**config.mk**
```make
export PLATFORM = sky130hd
export DESIGN_NAME = div_pwm_gen_flat
export DESIGN_NICKNAME = d
export VERILOG_FILES = /design/src/rtl/div_pwm_pkg.sv /design/src/rtl/div_pwm_gen_if.sv /design/src/rtl/div_pwm_gen_rise_tick_sel.sv /design/src/rtl/div_pwm_gen.sv /design/src/flat_wrapper.sv
export SDC_FILE = /design/constraint.sdc
export NUM_CORES = 1
export LEC_CHECK = 0
export ABC_AREA = 0
export CAP_MARGIN = 10
export CORE_MARGIN = 2
export CORE_UTILIZATION = 43
export DETAILED_ROUTE_END_ITERATION = 16
export HOLD_SLACK_MARGIN = 0.15
export PLACE_DENSITY = 0.73
export SETUP_SLACK_MARGIN = 0.02
export SLEW_MARGIN = 40
export SYNTH_ARGS = -nofsm -noshare
export SYNTH_HDL_FRONTEND = slang
export SYNTH_HIERARCHICAL = 1
export SYNTH_SLANG_ARGS = --single-unit
```
**constraint.sdc**
```tcl
create_clock -name clk -period 2.1 [get_ports clk]
set_input_delay 0.21 -clock clk [delete_from_list [all_inputs] [get_ports clk]]
set_output_delay 0.21 -clock clk [all_outputs]
set_load 0.02 [all_outputs]
```
**src/rtl/div_pwm_pkg.sv**
```systemverilog
// rtl/div_pwm_pkg.sv - shared FSM state and rate-select encodings for div_pwm_gen
package div_pwm_pkg;

  // Controller states: IDLE parks the counter, RUN counts, STOP drains to the wrap
  typedef enum logic [1:0] {
    IDLE = 2'd0,
    RUN  = 2'd1,
    STOP = 2'd2
  } state_t;

  // Tick source selection
  typedef enum logic [1:0] {
    RATE_CLK = 2'b00,
    RATE_F2  = 2'b01,
    RATE_F4  = 2'b10,
    RATE_F8  = 2'b11
  } rate_t;

endpackage

```
**src/rtl/div_pwm_gen_if.sv**
```systemverilog
// rtl/div_pwm_gen_if.sv - divider inputs, PWM controls and PWM status bundle
interface div_pwm_gen_if #(
  parameter int WIDTH = 8
);

  logic             f2;
  logic             f4;
  logic             f8;
  logic [1:0]       rate_sel;
  logic             enable;
  logic [WIDTH-1:0] duty;
  logic             duty_load;
  logic             pwm_out;
  logic             period_done;
  logic             tick;
  logic             busy;

  // Driver side: divider outputs and control inputs, observes the PWM status
  modport master (
    output f2, f4, f8, rate_sel, enable, duty, duty_load,
    input  pwm_out, period_done, tick, busy
  );

  // PWM generator side
  modport slave (
    input  f2, f4, f8, rate_sel, enable, duty, duty_load,
    output pwm_out, period_done, tick, busy
  );

endinterface

```
**src/rtl/div_pwm_gen_rise_tick_sel.sv**
```systemverilog
// rtl/div_pwm_gen_rise_tick_sel.sv - divided-clock edge register, 4:1 select and rising-edge tick
module rise_tick_sel
  import div_pwm_pkg::*;
(
  input  logic  clk,
  input  logic  rst,
  input  logic  f2,
  input  logic  f4,
  input  logic  f8,
  input  rate_t rate_act,
  output logic  raw_tick
);

  logic f2_q;
  logic f4_q;
  logic f8_q;

  // Delay each divider output by one clk; reset to 0 so a high input right after reset reads as a rise
  always_ff @(posedge clk) begin
    if (rst) begin
      f2_q <= 1'b0;
      f4_q <= 1'b0;
      f8_q <= 1'b0;
    end else begin
      f2_q <= f2;
      f4_q <= f4;
      f8_q <= f8;
    end
  end

  // Select the active source and turn its rising edge into a one-clk enable
  always_comb begin
    raw_tick = 1'b0;
    unique case (rate_act)
      RATE_CLK: raw_tick = 1'b1;
      RATE_F2:  raw_tick = f2 & ~f2_q;
      RATE_F4:  raw_tick = f4 & ~f4_q;
      RATE_F8:  raw_tick = f8 & ~f8_q;
      default:  raw_tick = 1'b0;
    endcase
  end

endmodule

```
**src/rtl/div_pwm_gen.sv**
```systemverilog
// rtl/div_pwm_gen.sv - tick-driven PWM generator; PWM_CENTER_ALIGN_EN selects up/down counting
module div_pwm_gen
  import div_pwm_pkg::*;
#(
  parameter int WIDTH  = 8,
  parameter int PERIOD = 256
) (
  input logic          clk,
  input logic          rst,
  div_pwm_gen_if.slave bus
);

  localparam logic [WIDTH-1:0] CNT_LAST = WIDTH'(PERIOD - 1);

  generate
    if (PERIOD < 2 || PERIOD > (1 << WIDTH)) begin : g_period_check
      $error("div_pwm_gen: PERIOD must lie in 2..2**WIDTH");
    end
  endgenerate

  state_t           state;
  state_t           state_nx;
  rate_t            rate_act;
  logic [WIDTH-1:0] cnt;
  logic [WIDTH-1:0] cnt_nx;
  logic [WIDTH-1:0] duty_pend;
  logic [WIDTH-1:0] duty_act;
  logic             raw_tick;
  logic             wrap;
  logic             pwm_q;
  logic             done_q;
  logic             tick_q;

  rise_tick_sel u_rise_tick_sel (
    .clk      (clk),
    .rst      (rst),
    .f2       (bus.f2),
    .f4       (bus.f4),
    .f8       (bus.f8),
    .rate_act (rate_act),
    .raw_tick (raw_tick)
  );

  // State register
  always_ff @(posedge clk) begin
    if (rst) begin
      state <= IDLE;
    end else begin
      state <= state_nx;
    end
  end

  // Next state: STOP finishes the running period before parking; re-enable resumes seamlessly
  always_comb begin
    state_nx = state;
    unique case (state)
      IDLE: if (bus.enable) state_nx = RUN;
      RUN:  if (!bus.enable) state_nx = STOP;
      STOP: begin
        if (bus.enable) begin
          state_nx = RUN;
        end else if (wrap) begin
          state_nx = IDLE;
        end
      end
      default: state_nx = IDLE;
    endcase
  end

`ifdef PWM_CENTER_ALIGN_EN
  logic dir_down;
  logic dir_down_nx;

  // Triangle counter: up to CNT_LAST, down to 0; the bottom turnaround is the period boundary
  always_comb begin
    cnt_nx      = cnt;
    dir_down_nx = dir_down;
    if (raw_tick && state != IDLE) begin
      if (dir_down) begin
        if (cnt == '0) begin
          cnt_nx      = WIDTH'(1);
          dir_down_nx = 1'b0;
        end else begin
          cnt_nx = cnt - 1'b1;
        end
      end else begin
        if (cnt == CNT_LAST) begin
          cnt_nx      = cnt - 1'b1;
          dir_down_nx = 1'b1;
        end else begin
          cnt_nx = cnt + 1'b1;
        end
      end
    end
    if (state_nx == IDLE) begin
      cnt_nx      = '0;
      dir_down_nx = 1'b0;
    end
  end

  assign wrap = (state != IDLE) && raw_tick && dir_down && (cnt == '0);

  // Direction register
  always_ff @(posedge clk) begin
    if (rst) begin
      dir_down <= 1'b0;
    end else begin
      dir_down <= dir_down_nx;
    end
  end
`else
  // Sawtooth counter: 0..CNT_LAST then back to 0 on the wrap tick
  always_comb begin
    cnt_nx = cnt;
    if (raw_tick && state != IDLE) begin
      cnt_nx = (cnt == CNT_LAST) ? '0 : cnt + 1'b1;
    end
    if (state_nx == IDLE) begin
      cnt_nx = '0;
    end
  end

  assign wrap = (state != IDLE) && raw_tick && (cnt == CNT_LAST);
`endif

  // Counter register
  always_ff @(posedge clk) begin
    if (rst) begin
      cnt <= '0;
    end else begin
      cnt <= cnt_nx;
    end
  end

  // Duty shadowing: pending takes loads any time, active only changes at start or on a wrap
  always_ff @(posedge clk) begin
    if (rst) begin
      duty_pend <= '0;
      duty_act  <= '0;
    end else begin
      if (bus.duty_load) begin
        duty_pend <= bus.duty;
      end
      if (state == IDLE && state_nx == RUN) begin
        duty_act <= duty_pend;
      end else if (wrap) begin
        duty_act <= bus.duty_load ? bus.duty : duty_pend;
      end
    end
  end

  // Rate source follows rate_sel while parked, otherwise only at period boundaries
  always_ff @(posedge clk) begin
    if (rst) begin
      rate_act <= RATE_CLK;
    end else if (state == IDLE || wrap) begin
      rate_act <= rate_t'(bus.rate_sel);
    end
  end

  // Registered outputs; duty_act >= PERIOD holds pwm high and 0 holds it low since cnt < PERIOD
  always_ff @(posedge clk) begin
    if (rst) begin
      pwm_q  <= 1'b0;
      done_q <= 1'b0;
      tick_q <= 1'b0;
    end else begin
      pwm_q  <= (state != IDLE) && (cnt < duty_act);
      done_q <= wrap;
      tick_q <= raw_tick;
    end
  end

  assign bus.pwm_out     = pwm_q;
  assign bus.period_done = done_q;
  assign bus.tick        = tick_q;
  assign bus.busy        = (state != IDLE);

endmodule

```
**src/flat_wrapper.sv**
```systemverilog
// flat-port wrapper written by rule: the top's interface ports become plain ports
module div_pwm_gen_flat import div_pwm_pkg::*;
#(
  parameter int WIDTH  = 8,
  parameter int PERIOD = 256
)
  (clk, rst, bus_f2, bus_f4, bus_f8, bus_rate_sel, bus_enable, bus_duty, bus_duty_load, bus_pwm_out, bus_period_done, bus_tick, bus_busy);
  div_pwm_gen_if #(.WIDTH(WIDTH)) bus_i ();
  input logic clk;
  input logic rst;
  input wire logic [$bits(bus_i.f2)-1:0] bus_f2;
  input wire logic [$bits(bus_i.f4)-1:0] bus_f4;
  input wire logic [$bits(bus_i.f8)-1:0] bus_f8;
  input wire logic [$bits(bus_i.rate_sel)-1:0] bus_rate_sel;
  input wire logic [$bits(bus_i.enable)-1:0] bus_enable;
  input wire logic [$bits(bus_i.duty)-1:0] bus_duty;
  input wire logic [$bits(bus_i.duty_load)-1:0] bus_duty_load;
  output wire logic [$bits(bus_i.pwm_out)-1:0] bus_pwm_out;
  output wire logic [$bits(bus_i.period_done)-1:0] bus_period_done;
  output wire logic [$bits(bus_i.tick)-1:0] bus_tick;
  output wire logic [$bits(bus_i.busy)-1:0] bus_busy;
  assign bus_i.f2 = bus_f2;
  assign bus_i.f4 = bus_f4;
  assign bus_i.f8 = bus_f8;
  assign bus_i.rate_sel = bus_rate_sel;
  assign bus_i.enable = bus_enable;
  assign bus_i.duty = bus_duty;
  assign bus_i.duty_load = bus_duty_load;
  assign bus_pwm_out = bus_i.pwm_out;
  assign bus_period_done = bus_i.period_done;
  assign bus_tick = bus_i.tick;
  assign bus_busy = bus_i.busy;
  div_pwm_gen #(.WIDTH(WIDTH), .PERIOD(PERIOD)) u_core (.clk(clk), .rst(rst), .bus(bus_i));
endmodule
```
==> impl_metrics.csv <==
group,metric,value,unit
run_status,status,"finished clean",
sta,final_max_slew_viol_count,0,
logic_synthesis,synth_top_area_share,43.73,%
global_routing,grt_usage,17.49,%
sta,fin_setup_tns,0,ps
final_layout,area_growth,23.07,%
logic_synthesis,syn_area_per_cell,9.728,um2
final_layout,fin_area,1916,um2
critical_path,r2r_cells,6,
logic_synthesis,yosys_warnings,6,
critical_path,worstSetupPathType,"register to primary output",
power,fin_total_pwr,0.001310,W
logic_synthesis,async_flop_share,0,%
floorplanning,core,3416,um2
logic_synthesis,synth_top_family_by_area,"simple AND/OR/NAND/NOR gates",
logic_synthesis,syn_area,1556,um2
global_routing,grt_max_degree,12,
critical_path,slowest_stage,"clkdlybuf4s50_1",
worst_hold_path,hold_path_class,"input port to register",
logic_synthesis,synth_nets,185,
logic_synthesis,synth_compound_area_share,16.88,%
critical_path,path_cells,"nor2_2, inv_1, clkdlybuf4s50_1",
drt,vias,1259,
floorplanning,die_h,64.17,um
logic_synthesis,ys_ff_latch,34,
critical_path,startpoint_type,"register",
final_layout,fin_util,56.08,%
floorplanning,rows,21,
sta,period_minus_slack,1970,ps
global_routing,grt_antenna_before_repair,0,
power,p_per_area,683.9,nW/um2
drt,wire_per_inst,13.74,um
worst_hold_path,whs_path_depth,3,
logic_synthesis,synth_seq_area_share,43.73,%
sta,fmax,0.5075,GHz
critical_path,timing.critical_path.to,"bus_busy",
logic_synthesis,synthTopCellsByArea,"dfxtp_1 44%, mux2i_1 7.7%, ha_1 6.4%",
place,portBuffers,20,
sta,setup_violations,0,
critical_path,arrival,1760,ps
sta,finalHoldViolCount,0,
drt,drtIter0Drc,88,
drt,vias_per_cell,5.357,
floorplanning,io_pins,21,
drt,drc,0,
logic_synthesis,yosys.area.top_type,"dfxtp_1",
global_routing,first_global_vias,1239,
critical_path,critPathMaxStageDelay,620,ps
logic_synthesis,synth_xor_xnor_area_share,3.376,%
logic_synthesis,synthAdderAreaFrac,6.431,%
power,seq_power_share,52.5,%
final_layout,nNetsFinal,213,
final_layout,num_antenna_cells,0,
critical_path,rrSetupSlack,170,ps
global_routing,grt-ovfl-total,0,
drt,ant_nets,0,
clocking,cts_hold_buf,0,
drt,wirelength,3229,um
place,place_hpwl,2459,um
final_layout,drive_above_1_share,11.11,%
place,gp_congestion,0.8424,
critical_path,cp-startpoint,"u_core/state[1]$_SDFF_PP0_",
critical_path,path_max_fanout,9,
floorplanning,dieArea,4117,um2
clocking,root_buffer,"clkbuf_4",
power,total_leakage_power,0.7813,nW
logic_synthesis,synth_edf_count,0,
power,ir_worst_vdd,0.0004214,V
critical_path,r2r_start,"u_core/rate_act[0]$_SDFFE_PP0P_",
logic_synthesis,synth_cell_types,38,
clocking,htreeDepth,2,
flow_run,cap_viol_max_count,0,
power,p_sw,0.0003103,W
clocking,cts_setup_buffers,0,
logic_synthesis,postSynthCellCount,160,
clocking,cts-buffers-inserted,5,
global_routing,grt_pass1_wl,5575,um
logic_synthesis,synth-simple-area-share,17.36,%
logic_synthesis,ys.flop_type,"dfxtp_1",
critical_path,crit_path_end_kind,"primary output",
sta,slew_headroom,61.65,%
floorplanning,dieWidth,64.17,um
clocking,cts_tree,"done",
critical_path,required,1890,ps
sta,fin_crit_sh,93.83,%
drt,drt_pre_antenna_iters,4,
sta,worst_pin_slew,573.1,ps
power,swShare,23.69,%
clocking,cts_sinks,34,
floorplanning,initial_core_util,45.57,%
sta,rsz0062_at_grt,"no",
sta,hold_ws,452.8,ps
sta,fin_skew,11.84,ps
clocking,cts_buffer_depth,2,
logic_synthesis,synth_mux_area_share,7.717,%
power,p_comb_share,11.6,%
power,pwr-share-clk,35.9,%
power,p_int,0.0009997,W
clocking,clk_pin_slew,110,ps
critical_path,worst_r2r_endpoint,"u_core/cnt[0]$_SDFFE_PP0P_",
clocking,insertion_delay,340,ps
place,place_area,1834,um2
kinds of logic after synthesis:
logic type                 after synthesis
DFF                                     34
buffers and inverters                   15
AOI/OAI and AO/OA                       37
adders and majority gates                8
muxes                                   12
xor gates and xnor gates                 6
and+or+nand+nor                         48
critical path: cells and delay by family (launching register included):
family,cells,cell delay (ps)
buf+inv,2,760
flops,1,520
simple gates,1,130
stage by stage:
stage	setup WS, ps	cells
after floorplan	232.7	160
after global placement	-61.12	227
after detailed placement	-117.8	227
after CTS	84.22	235
after global routing	33.42	235
final	129.7	235
flip-flops by register name, indices dropped and copies added, names as in the netlist:
name                         count
u_core/bus.period_done           1
u_core/bus.pwm_out               1
u_core/u_rise_tick_sel/f8_q      1
u_core/rate_act                  2
u_core/u_rise_tick_sel/f2_q      1
u_core/duty_pend                 8
u_core/cnt                       8
u_core/state                     2
u_core/duty_act                  8
u_core/u_rise_tick_sel/f4_q      1
u_core/bus.tick                  1
metal layers:
metal / vias up / global-route usage (%) / routed length, um
li1: 634 / - / -
met1: 589 / 21.97 / 1540
met2: 29 / 27.86 / 1500
met3: 7 / 5.634 / 138
met4: 0 / 6.649 / 50
met5: - / 0 / 0
power by group through the flow:
stage,clock network (W),registers [W],logic [W]
2_1_floorplan,0,0.000697,0.0000852
3_3_place_gp,0,0.000700,0.000146
3_5_place_dp,0,0.000701,0.000152
4_1_cts,0.000475,0.000687,0.000153
5_1_grt,0.000512,0.000691,0.000166
6_report,0.000470,0.000688,0.000152
layout by cell type (no fill, tap or decap), types with 2 or more instances in the layout:
cell	count
nand2_1	5
nor2b_1	4
and4_1	2
a22o_1	3
nor2_1	14
nand2b_1	5
mux2i_1	12
a211oi_1	2
a21oi_1	12
nand3_1	2
ha_1	8
nand4_1	2
xor2_1	4
a21o_1	4
clkdlybuf4s50_1	20
clkbuf_4	5
buf_4	8
o21ai_0	4
and3_1	6
clkinv_2	2
inv_1	8
xnor2_1	2
dfxtp_1	33
a221o_1	5
final cells by class:
cell class | count | area, um2
Fill cell | 326 | 1500
Multi-Input combinational cell | 111 | 808.3
Clock buffer | 5 | 37.54
Timing Repair Buffer | 28 | 260.3
Tap cell | 46 | 57.56
Sequential cell | 34 | 681.9
Inverter | 8 | 30.03
Clock inverter | 3 | 40.04
worst min path at each step:
stage                                         start                                      to
global placement    u_core/rate_act[1]$_SDFFE_PP0P_         u_core/rate_act[1]$_SDFFE_PP0P_
floorplan                                       rst  u_core/u_rise_tick_sel/f2_q$_SDFF_PP0_
global route                                 bus_f8  u_core/u_rise_tick_sel/f8_q$_SDFF_PP0_
finish                              bus_rate_sel[0]         u_core/rate_act[0]$_SDFFE_PP0P_
CTS                                 bus_rate_sel[1]         u_core/rate_act[1]$_SDFFE_PP0P_
detailed placement   u_core/duty_pend[7]$_SDFF_PP0_         u_core/duty_act[7]$_SDFFE_PP0P_
synthesized netlist by cell type, types with 4 or more instances:
| cell | count |
|---|---|
| dfxtp_1 | 34 |
| nor2_1 | 15 |
| a21oi_1 | 12 |
| mux2i_1 | 12 |
| ha_1 | 8 |
| inv_1 | 8 |
| and3_1 | 6 |
| a221o_1 | 5 |
| nand2_1 | 5 |
| nand2b_1 | 5 |
| a21o_1 | 4 |
| nor2b_1 | 4 |
| o21ai_0 | 4 |
| xor2_1 | 4 |
what timing repair did:
| action | 4_1_cts | 5_1_grt |
|---|---|---|
| endpoints found under the hold margin | 0 | 0 |
| endpoints found under the setup margin | 0 | 1 |
| gates resized for setup | 0 | 2 |
No activity file was read; power rests on OpenSTA's default activity.
